$ cat config.mk
export PLATFORM = sky130hd
export DESIGN_NAME = screen_sequencer
export DESIGN_NICKNAME = d
export VERILOG_FILES = /design/src/rtl/screen_pkg.sv /design/src/rtl/screen_sequencer_move_tick_gen.sv /design/src/rtl/screen_sequencer.sv
export SDC_FILE = /design/constraint.sdc
export NUM_CORES = 1
export LEC_CHECK = 0
export BUFFER_PORTS_ARGS = -buffer_cell sky130_fd_sc_hd__buf_2
export CAP_MARGIN = 15
export CORE_MARGIN = 3
export CORE_UTILIZATION = 30
export CTS_CLUSTER_DIAMETER = 100
export DETAILED_ROUTE_END_ITERATION = 8
export PLACE_DENSITY = 0.53
export SLEW_MARGIN = 20
export SYNTH_ARGS = -nofsm -noshare
export SYNTH_HDL_FRONTEND = slang
export SYNTH_SLANG_ARGS = --single-unit
$ cat constraint.sdc
create_clock -name clk -period 2.3 [get_ports clk]
set_clock_uncertainty 0.2 [all_clocks]
set_input_delay 0.115 -clock clk [delete_from_list [all_inputs] [get_ports clk]]
set_output_delay 0.115 -clock clk [all_outputs]
set_load 0.01 [all_outputs]
$ cat src/rtl/screen_pkg.sv
`default_nettype none
// ============================================================================
//  Module      : screen_pkg
//  Description : Screen states, screen_sel codes and key constants for the
//                snake screen sequencer.
//  Revision    : 1.0 - initial release
// ============================================================================
package screen_pkg;

    typedef enum logic [1:0] {
        ST_INTRO     = 2'd0,
        ST_PLAYING   = 2'd1,
        ST_PAUSED    = 2'd2,
        ST_GAME_OVER = 2'd3
    } state_t;

    localparam logic [1:0] SEL_INTRO = 2'b00;
    localparam logic [1:0] SEL_GAME  = 2'b01;
    localparam logic [1:0] SEL_PAUSE = 2'b10;
    localparam logic [1:0] SEL_OVER  = 2'b11;

    localparam logic [7:0] KEY_1     = 8'h31;
    localparam logic [7:0] KEY_2     = 8'h32;
    localparam logic [7:0] KEY_3     = 8'h33;
    localparam logic [7:0] KEY_4     = 8'h34;
    localparam logic [7:0] KEY_ENTER = 8'h0d;
    localparam logic [7:0] KEY_ESC   = 8'h1b;

    function automatic logic [1:0] sel_of(input state_t s);
        logic [1:0] sel;
        case (s)
            ST_INTRO:     sel = SEL_INTRO;
            ST_PLAYING:   sel = SEL_GAME;
            ST_PAUSED:    sel = SEL_PAUSE;
            default:      sel = SEL_OVER;
        endcase
        return sel;
    endfunction

    function automatic logic is_level_key(input logic [7:0] code);
        return (code >= KEY_1) && (code <= KEY_4);
    endfunction

endpackage
`default_nettype wire

$ cat src/rtl/screen_sequencer_move_tick_gen.sv
`default_nettype none
// ============================================================================
//  Module      : move_tick_gen
//  Description : Frame divider producing the level-dependent snake move tick.
//  Revision    : 1.0 - initial release
// ============================================================================
module move_tick_gen #(
    parameter int FRAMES_L1 = 12,
    parameter int FRAMES_L2 = 8,
    parameter int FRAMES_L3 = 5,
    parameter int FRAMES_L4 = 3
) (
    input  logic       clk,
    input  logic       rst,
    input  logic       clear,
    input  logic       enable,
    input  logic [1:0] level,
    output logic       move_tick
);

    localparam int MAX_12     = (FRAMES_L1 > FRAMES_L2) ? FRAMES_L1 : FRAMES_L2;
    localparam int MAX_34     = (FRAMES_L3 > FRAMES_L4) ? FRAMES_L3 : FRAMES_L4;
    localparam int MAX_FRAMES = (MAX_12 > MAX_34) ? MAX_12 : MAX_34;
    localparam int DIV_W      = (MAX_FRAMES > 1) ? $clog2(MAX_FRAMES) : 1;

    logic [DIV_W-1:0] div_q, div_d;
    logic [DIV_W-1:0] period_m1;
    logic             tick_q, tick_d;

    always_comb begin
        case (level)
            2'd0:    period_m1 = DIV_W'(FRAMES_L1 - 1);
            2'd1:    period_m1 = DIV_W'(FRAMES_L2 - 1);
            2'd2:    period_m1 = DIV_W'(FRAMES_L3 - 1);
            default: period_m1 = DIV_W'(FRAMES_L4 - 1);
        endcase

        div_d  = div_q;
        tick_d = 1'b0;
        if (clear) begin
            div_d = '0;
        end else if (enable) begin
            if (div_q == period_m1) begin
                div_d  = '0;
                tick_d = 1'b1;
            end else begin
                div_d = div_q + DIV_W'(1);
            end
        end
    end

    always_ff @(posedge clk) begin
        if (rst) begin
            div_q  <= '0;
            tick_q <= 1'b0;
        end else begin
            div_q  <= div_d;
            tick_q <= tick_d;
        end
    end

    assign move_tick = tick_q;

endmodule
`default_nettype wire

$ cat src/rtl/screen_sequencer.sv
`default_nettype none
// ============================================================================
//  Module      : screen_sequencer
//  Description : Frame-synchronous intro/game/pause/game-over screen control
//                with key capture, collision latch and move tick generation.
//  Revision    : 1.0 - initial release
// ============================================================================
module screen_sequencer
    import screen_pkg::*;
#(
    parameter int FRAMES_L1     = 12,
    parameter int FRAMES_L2     = 8,
    parameter int FRAMES_L3     = 5,
    parameter int FRAMES_L4     = 3,
    parameter int GAMEOVER_HOLD = 180
) (
    input  logic       clk,
    input  logic       rst,
    input  logic       vsync_in,
    input  logic [7:0] key_code,
    input  logic       key_valid,
    input  logic       collision,
    output logic [1:0] screen_sel,
    output logic       game_start,
    output logic       game_run,
    output logic       move_tick,
    output logic [1:0] level
);

    localparam int HOLD_W = (GAMEOVER_HOLD > 1) ? $clog2(GAMEOVER_HOLD) : 1;

    state_t            state_q, state_d;
    logic              vs_q;
    logic              pend_v_q, pend_v_d;
    logic [7:0]        pend_code_q, pend_code_d;
    logic              coll_q, coll_d;
    logic [1:0]        level_q, level_d;
    logic [HOLD_W-1:0] hold_q, hold_d;
    logic [1:0]        screen_sel_q, screen_sel_d;
    logic              game_run_q, game_run_d;
    logic              game_start_q, game_start_d;

    logic              frame_start;
    logic              key_act;
    logic [7:0]        level_off;
    logic              div_clear;
    logic              div_en;

    always_comb begin
        frame_start  = vsync_in & ~vs_q;
        // Only the key captured before this boundary is acted on.
        key_act      = frame_start & pend_v_q;
        level_off    = pend_code_q - KEY_1;

        state_d      = state_q;
        level_d      = level_q;
        hold_d       = hold_q;
        game_start_d = 1'b0;
        div_clear    = 1'b0;

        if (frame_start) begin
            case (state_q)
                ST_INTRO: begin
                    if (key_act && is_level_key(pend_code_q)) begin
                        level_d = level_off[1:0];
                    end else if (key_act && pend_code_q == KEY_ENTER) begin
                        state_d      = ST_PLAYING;
                        game_start_d = 1'b1;
                        div_clear    = 1'b1;
                    end
                end
                ST_PLAYING: begin
                    if (coll_q) begin
                        state_d = ST_GAME_OVER;
                        hold_d  = '0;
                    end else if (key_act && pend_code_q == KEY_ESC) begin
                        state_d = ST_PAUSED;
                    end
                end
                ST_PAUSED: begin
                    if (key_act && pend_code_q == KEY_ENTER) begin
                        state_d = ST_PLAYING;
                    end else if (key_act && pend_code_q == KEY_ESC) begin
                        state_d = ST_INTRO;
                    end
                end
                default: begin
                    if (key_act && pend_code_q == KEY_ENTER) begin
                        state_d = ST_INTRO;
                    end else if (hold_q == HOLD_W'(GAMEOVER_HOLD - 1)) begin
                        state_d = ST_INTRO;
                    end else begin
                        hold_d = hold_q + HOLD_W'(1);
                    end
                end
            endcase
        end

        div_en = frame_start && (state_q == ST_PLAYING) && (state_d == ST_PLAYING);

        pend_v_d    = pend_v_q;
        pend_code_d = pend_code_q;
        if (frame_start) begin
            pend_v_d = 1'b0;
        end
        if (key_valid) begin
            pend_v_d    = 1'b1;
            pend_code_d = key_code;
        end

        // A collision on the boundary cycle survives into the next frame.
        if (frame_start) begin
            coll_d = collision && (state_q == ST_PLAYING) && (state_d == ST_PLAYING);
        end else if (state_q != ST_PLAYING) begin
            coll_d = 1'b0;
        end else begin
            coll_d = coll_q | collision;
        end

        screen_sel_d = sel_of(state_d);
        game_run_d   = (state_d == ST_PLAYING);
    end

    always_ff @(posedge clk) begin
        if (rst) begin
            state_q      <= ST_INTRO;
            vs_q         <= 1'b0;
            pend_v_q     <= 1'b0;
            pend_code_q  <= 8'h00;
            coll_q       <= 1'b0;
            level_q      <= 2'd0;
            hold_q       <= '0;
            screen_sel_q <= SEL_INTRO;
            game_run_q   <= 1'b0;
            game_start_q <= 1'b0;
        end else begin
            state_q      <= state_d;
            vs_q         <= vsync_in;
            pend_v_q     <= pend_v_d;
            pend_code_q  <= pend_code_d;
            coll_q       <= coll_d;
            level_q      <= level_d;
            hold_q       <= hold_d;
            screen_sel_q <= screen_sel_d;
            game_run_q   <= game_run_d;
            game_start_q <= game_start_d;
        end
    end

    move_tick_gen #(
        .FRAMES_L1 (FRAMES_L1),
        .FRAMES_L2 (FRAMES_L2),
        .FRAMES_L3 (FRAMES_L3),
        .FRAMES_L4 (FRAMES_L4)
    ) u_move_tick_gen (
        .clk       (clk),
        .rst       (rst),
        .clear     (div_clear),
        .enable    (div_en),
        .level     (level_q),
        .move_tick (move_tick)
    );

    assign screen_sel = screen_sel_q;
    assign game_run   = game_run_q;
    assign game_start = game_start_q;
    assign level      = level_q;

endmodule
`default_nettype wire

==> results.yml, run 1 <==
run_status:
  status: "complete, no violations"
detailed_routing:
  via_per_inst: 4.99
  wirelength_um: 3600
  drc: 0
  drtPass1Iterations: 4
  wl_per_cell_um: 12.7
  vias: 1416
  drtAntennaViolNets: 0
  first_iter_violations: 94
finish:
  num-fill-cells: 526
  final_common_cell: "dfxtp_1"
  final_cell_mix: "dfxtp_1 (32), buf_2 (19), a21oi_1 (17), nor2_1 (15)"
  antenna_cells: 0
  syn_to_final_growth_pct: 20.2
  drive_above_1_share_pct: 15.9
  fin_area_um2: 2010
  fin_nets: 235
clock_tree:
  clock_latency_ns: 0.28
  clkSinkCount: 32
  cts_root_buffer: "clkbuf_8"
  cts_max_path_buffers: 2
  clkTransAtPathRegs_ns: 0.06
  ctsResizeCount: 0
  cts_htree_levels: 2
  numCtsBuffers: 5
  cts_tree: "built"
placed_design:
  dpl.hpwl_um: 2550
  gp_congestion: 0.779
  placed_cell_area_um2: 1830
  port_buffers: 19
global_route:
  overflow: 0
  antenna_found_initial: 0
  grt_pass1_wl_um: 6160
  grt_usage_pct: 12.2
  grt_pass1_vias: 1355
  grt_start_max_net_pins: 22
timing:
  fin_crit_ns: 2.15
  holdWs_ns: 0.0231
  slew_viol_final: 0
  setup-violations-final: 0
  fmax_mhz: 465
  tightest_slew_ns: 0.514
  fin_tns_setup_ns: 0
  finalHoldViolations: 0
  slew_headroom_pct: 65.2
  finalCritPeriodShare_pct: 93.5
  rsz0062_at_grt: "false"
logic_synthesis:
  synth_area_per_cell_um2: 9.15
  ys.flop_type: "dfxtp_1"
  async_flop_share_pct: 0
  syn_area_um2: 1680
  netlist_instances: 183
  synth_edf_count: 0
  synth_cell_types: 47
  ys_seq_elements: 32
  synth_nets: 205
  synth_warnings: 0
  ys_seq_area_share_pct: 38.2
setup_path:
  cp_slowest_cell: "or4_1"
  path_max_fanout: 12
  cp-end-kind: "flip-flop"
  path_cells: "inv_1, ha_1, and3b_1, a31o_1, or4_1, a21oi_1"
  worst-r2r-cell-count: 6
  required_ns: 2.31
  crit_arrival_ns: 2.16
  cp-start-kind: "flip-flop"
  worstSetupPathType: "reg -> reg"
  slowest_delay_ns: 0.54
die:
  ios: 20
  die_y_um: 80.7
  coreArea_um2: 5240
  die_area_um2: 6520
  initial_utilization_pct: 32.0
  num_rows: 26
  die_width_um: 80.7
pwr:
  power_leakage_nw: 0.783
  vdd_drop_max_mv: 0.375
  fin_total_pwr_mw: 1.10
  power.density_nw_per_um2: 547
worst_hold_path:
  min_path_cells: 4
  hold_class: "in -> reg"
flow_run:
  cap_viol_max_count: 0
stage by stage:
step | setup WS (ns) | instances | util, %
final | 0.149 | 284 | 38.5
after detailed placement | 0.168 | 267 | 35.0
after global routing | 0.0163 | 284 | 38.5
after CTS | 0.145 | 284 | 38.5
after floorplan | 0.324 | 183 | -
after global placement | 0.162 | 267 | 35.0
final cells by class:
class	count	area (µm²)	share of cell area [%]
clock buffers	8	90.1	4.47
repair buffers	29	193	9.57
multi-input cells	137	973	48.3
inverters	8	30.0	1.49
well taps	70	87.6	4.35
flip-flops and latches	32	641	31.8
layer usage:
layer | GRT usage [%] | vias up | routed length [µm] | share of wire [%]
met2 | 19.5 | 23 | 1600 | 44
met5 | 0 | - | 0 | 0
li1 | - | 740 | - | -
met3 | 3.22 | 6 | 139 | 3.9
met4 | 5.74 | 0 | 69 | 1.9
met1 | 15.3 | 647 | 1790 | 50
critical path, delay by kind of cell, from the launching register on:
kind	cells	cell delay (ns)
and+or+nand+nor	2	0.74
adders and majority gates	1	0.21
DFF	1	0.36
buffers and inverters	1	0.09
AOI/OAI and AO/OA	2	0.49
synth_stat cells (2+ instances only):
master	number	share of area, %
nand4_1	2	0.75
dfxtp_1	32	38
nand3_1	7	2.1
or3_1	6	2.2
nand2_1	8	1.8
nand2b_1	2	0.75
and3_1	2	0.75
nor3_1	2	0.60
or4_1	3	1.3
a21oi_1	17	5.1
and4bb_2	2	1.5
a311oi_1	2	1.0
o31ai_1	4	1.8
mux2i_1	8	4.8
mux2_2	3	2.0
and2_1	4	1.5
nor4bb_1	2	1.2
a31oi_1	2	0.75
and3b_1	2	1.0
a21o_1	2	0.90
o211ai_1	2	0.90
xor2_1	2	1.0
ha_1	9	6.7
nor2b_1	2	0.75
nor3b_1	2	0.90
o21ai_0	6	1.8
nor4b_1	2	1.0
clkbuf_1	4	0.90
nor2_1	15	3.4
o21a_1	2	0.90
inv_1	8	1.8
a41oi_1	2	1.0
kinds of logic (layout without fill, tap and decap cells):
| group | after synthesis | count (layout) | share of synthesized area [%] |
|---|---|---|---|
| mux | 11 | 11 | 6.80 |
| simple gates | 71 | 71 | 26.7 |
| compound gates | 43 | 43 | 16.4 |
| xor+xnor | 3 | 3 | 1.57 |
| fa+ha+maj | 9 | 9 | 6.72 |
| buf+inv | 14 | 45 | 3.66 |
| flops | 32 | 32 | 38.2 |
state kept, by name (all words and copies together), names as in the netlist:
| signal | count |
|---|---|
| hold_q | 8 |
| level | 2 |
| coll_q | 1 |
| pend_v_q | 1 |
| game_run | 1 |
| state_q | 2 |
| pend_code_q | 8 |
| screen_sel | 2 |
| u_move_tick_gen.move_tick | 1 |
| vs_q | 1 |
| u_move_tick_gen.div_q | 4 |
| game_start | 1 |
path summary, 6_finish.rpt:
path                                     from                      to  slack, ns
setup / recovery  pend_code_q[1]$_SDFFE_PP0P_  hold_q[3]$_SDFFE_PP0P_       0.15
hold / removal                      collision       coll_q$_SDFF_PP0_       0.02
setup reg to reg  pend_code_q[1]$_SDFFE_PP0P_  hold_q[3]$_SDFFE_PP0P_       0.15
hold reg to reg         pend_v_q$_SDFFE_PP0P_   pend_v_q$_SDFFE_PP0P_       0.30
timing repair:
item	CTS	global route
setup endpoints to repair	0	0
setup buffers	0	0
hold endpoints to repair	9	0
hold buffers	9	0
power breakdown:
group | leakage (nW) | switching (mW) | total (mW) | internal, mW
Combinational | 0.478 | 0.0406 | 0.0844 | 0.0438
Clock | 0.0455 | 0.195 | 0.439 | 0.244
Sequential | 0.260 | 0.0129 | 0.579 | 0.566
Note: power is estimated with default switching activity, not from simulation.
==> run 2, diff against run 1 <==
--- a/config.mk
+++ b/config.mk
@@ -7,7 +7,7 @@
 export LEC_CHECK = 0
 export BUFFER_PORTS_ARGS = -buffer_cell sky130_fd_sc_hd__buf_2
 export CAP_MARGIN = 15
-export CORE_MARGIN = 3
+export CORE_MARGIN = 2
 export CORE_UTILIZATION = 30
 export CTS_CLUSTER_DIAMETER = 100
 export DETAILED_ROUTE_END_ITERATION = 8
==> results.yml, run 2 (same netlist as run 1, synthesis figures left out) <==
run_status:
  status: "complete, no violations"
clock_tree:
  cts_root_buffer: "clkbuf_8"
  cts_hold_buf: 9
  cts_htree_levels: 2
  clock_latency_ns: 0.28
  clkTransAtPathRegs_ns: 0.07
  numCtsBuffers: 5
  postCtsSetupBuffers: 0
  cts_tree: "built"
  cts_max_path_buffers: 2
  ctsResizeCount: 0
  clkSinkCount: 32
global_route:
  grt_start_max_net_pins: 22
  grt_pass1_vias: 1281
  grt_util_met1_pct: 16.3
  antenna_found_initial: 0
  use_met3_pct: 3.52
  grt_usage_pct: 12.3
  overflow: 0
  grt_pass1_wl_um: 6000
  grt.busiest_layer: "met2"
  met2_usage_pct: 18.9
flow_run:
  cap_viol_max_count: 0
placed_design:
  port_buffers: 19
  dpl.hpwl_um: 2520
  place_ws_ns: 0.175
  numPlacedInstances: 271
  gp_congestion: 0.806
pwr:
  p_int_mw: 0.817
  p_sw_mw: 0.253
  vdd_drop_max_mv: 0.263
  power.density_nw_per_um2: 530
  fin_total_pwr_mw: 1.07
  power_leakage_nw: 0.787
  switching_share_pct: 23.7
  power.share.clock_pct: 37.9
  sequentialPowerShare_pct: 54.1
  p_comb_share_pct: 8.0
timing:
  finalCritPeriodShare_pct: 93.1
  worst_slack_ns: 0.159
  finalHoldViolations: 0
  slew_headroom_pct: 61.4
  rsz0062_at_grt: "false"
  fin_tns_setup_ns: 0
  setup-violations-final: 0
  fin_crit_ns: 2.14
  fmax_mhz: 467
  slew_viol_final: 0
  tightest_slew_ns: 0.571
worst_hold_path:
  whs_endpoint: "pend_code_q[1]$_SDFFE_PP0P_"
  min_from: "rst"
  hold_class: "in -> reg"
  min_path_cells: 2
setup_path:
  crit_arrival_ns: 2.15
  cp-start-kind: "flip-flop"
  worstSetupPathType: "reg -> reg"
  reg2reg_slack_ns: 0.16
  reg2reg_from: "pend_code_q[1]$_SDFFE_PP0P_"
  required_ns: 2.31
  reg2reg_to: "hold_q[6]$_SDFFE_PP0P_"
  crit_start: "pend_code_q[1]$_SDFFE_PP0P_"
  cp-end-kind: "flip-flop"
  worst-r2r-cell-count: 6
  path_max_fanout: 12
detailed_routing:
  wirelength_um: 3490
  first_iter_violations: 71
  drtPass1Iterations: 4
  drtAntennaViolNets: 0
  wl_per_cell_um: 12.2
  via_per_inst: 5.01
  vias: 1437
  drc: 0
finish:
  final_common_cell: "dfxtp_1"
  final_util_pct: 37.1
  syn_to_final_growth_pct: 20.5
  fin_nets: 237
  num-fill-cells: 570
  drive_above_1_share_pct: 16.7
  top_regs: "hold_q: 8 flops, pend_code_q: 8 flops, u_move_tick_gen.div_q: 4 flops"
  final_cell_mix: "dfxtp_1 (32), buf_2 (19), a21oi_1 (17), nor2_1 (15)"
  layout.cells.non_filler: 287
  antenna_cells: 0
die:
  initial_utilization_pct: 30.8
  ios: 20
  coreArea_um2: 5440
  die_width_um: 78.7
  die_area_um2: 6200
  num_rows: 27
  die_y_um: 78.7
==> run 2: changes by cell type in the layout (fill, tap and decap cells not counted), sizes merged <==
cell and delta:
clkinv +1, clkbuf -2, buf +2
==> run 2: worst max path at each step <==
| stage | cells past startpoint | to |
|---|---|---|
| after floorplan | 7 | hold_q[2]$_SDFFE_PP0P_ |
| after global placement | 6 | hold_q[6]$_SDFFE_PP0P_ |
| after detailed placement | 6 | hold_q[6]$_SDFFE_PP0P_ |
| after CTS | 6 | hold_q[6]$_SDFFE_PP0P_ |
| after global routing | 6 | hold_q[6]$_SDFFE_PP0P_ |
| final | 6 | hold_q[6]$_SDFFE_PP0P_ |
==> run 2: cell type report <==
class,instances,area [µm²],share of cell area [%]
multi-input cells,137,973,48.2
flip-flops and latches,32,641,31.7
well taps,72,90.1,4.46
inverters,8,30.0,1.49
clock inverters,1,5.00,0.248
repair buffers,31,208,10.3
clock buffers,6,72.6,3.59
==> run 2: routing by layer <==
layer	routed length [µm]	vias to the layer above
met5	0	-
met4	65	0
met3	124	6
met2	1510	25
met1	1790	668
li1	-	738
==> run 2: through the flow <==
| step | hold slack (ns) | cell area (µm²) |
|---|---|---|
| floorplan | 0.0432 | 1680 |
| global placement | 0.148 | 1850 |
| detailed placement | 0.157 | 1850 |
| CTS | 0.0323 | 2020 |
| global route | 0.0726 | 2020 |
| finish | 0.0382 | 2020 |
==> run 2: power groups by stage <==
stage / logic [mW] / registers [mW] / clock network, mW
after floorplan: 0.0511 / 0.587 / 0
after global placement: 0.0742 / 0.591 / 0
after detailed placement: 0.0744 / 0.591 / 0
after CTS: 0.0863 / 0.579 / 0.423
after global routing: 0.0970 / 0.581 / 0.447
final: 0.0859 / 0.579 / 0.405
==> run 2: critical path, stage by stage (launching register included) <==
cell	delay, ns
dfxtp_1	0.35
inv_1	0.08
ha_1	0.21
and3b_1	0.20
a31o_1	0.34
or4_1	0.54
a21oi_1	0.15
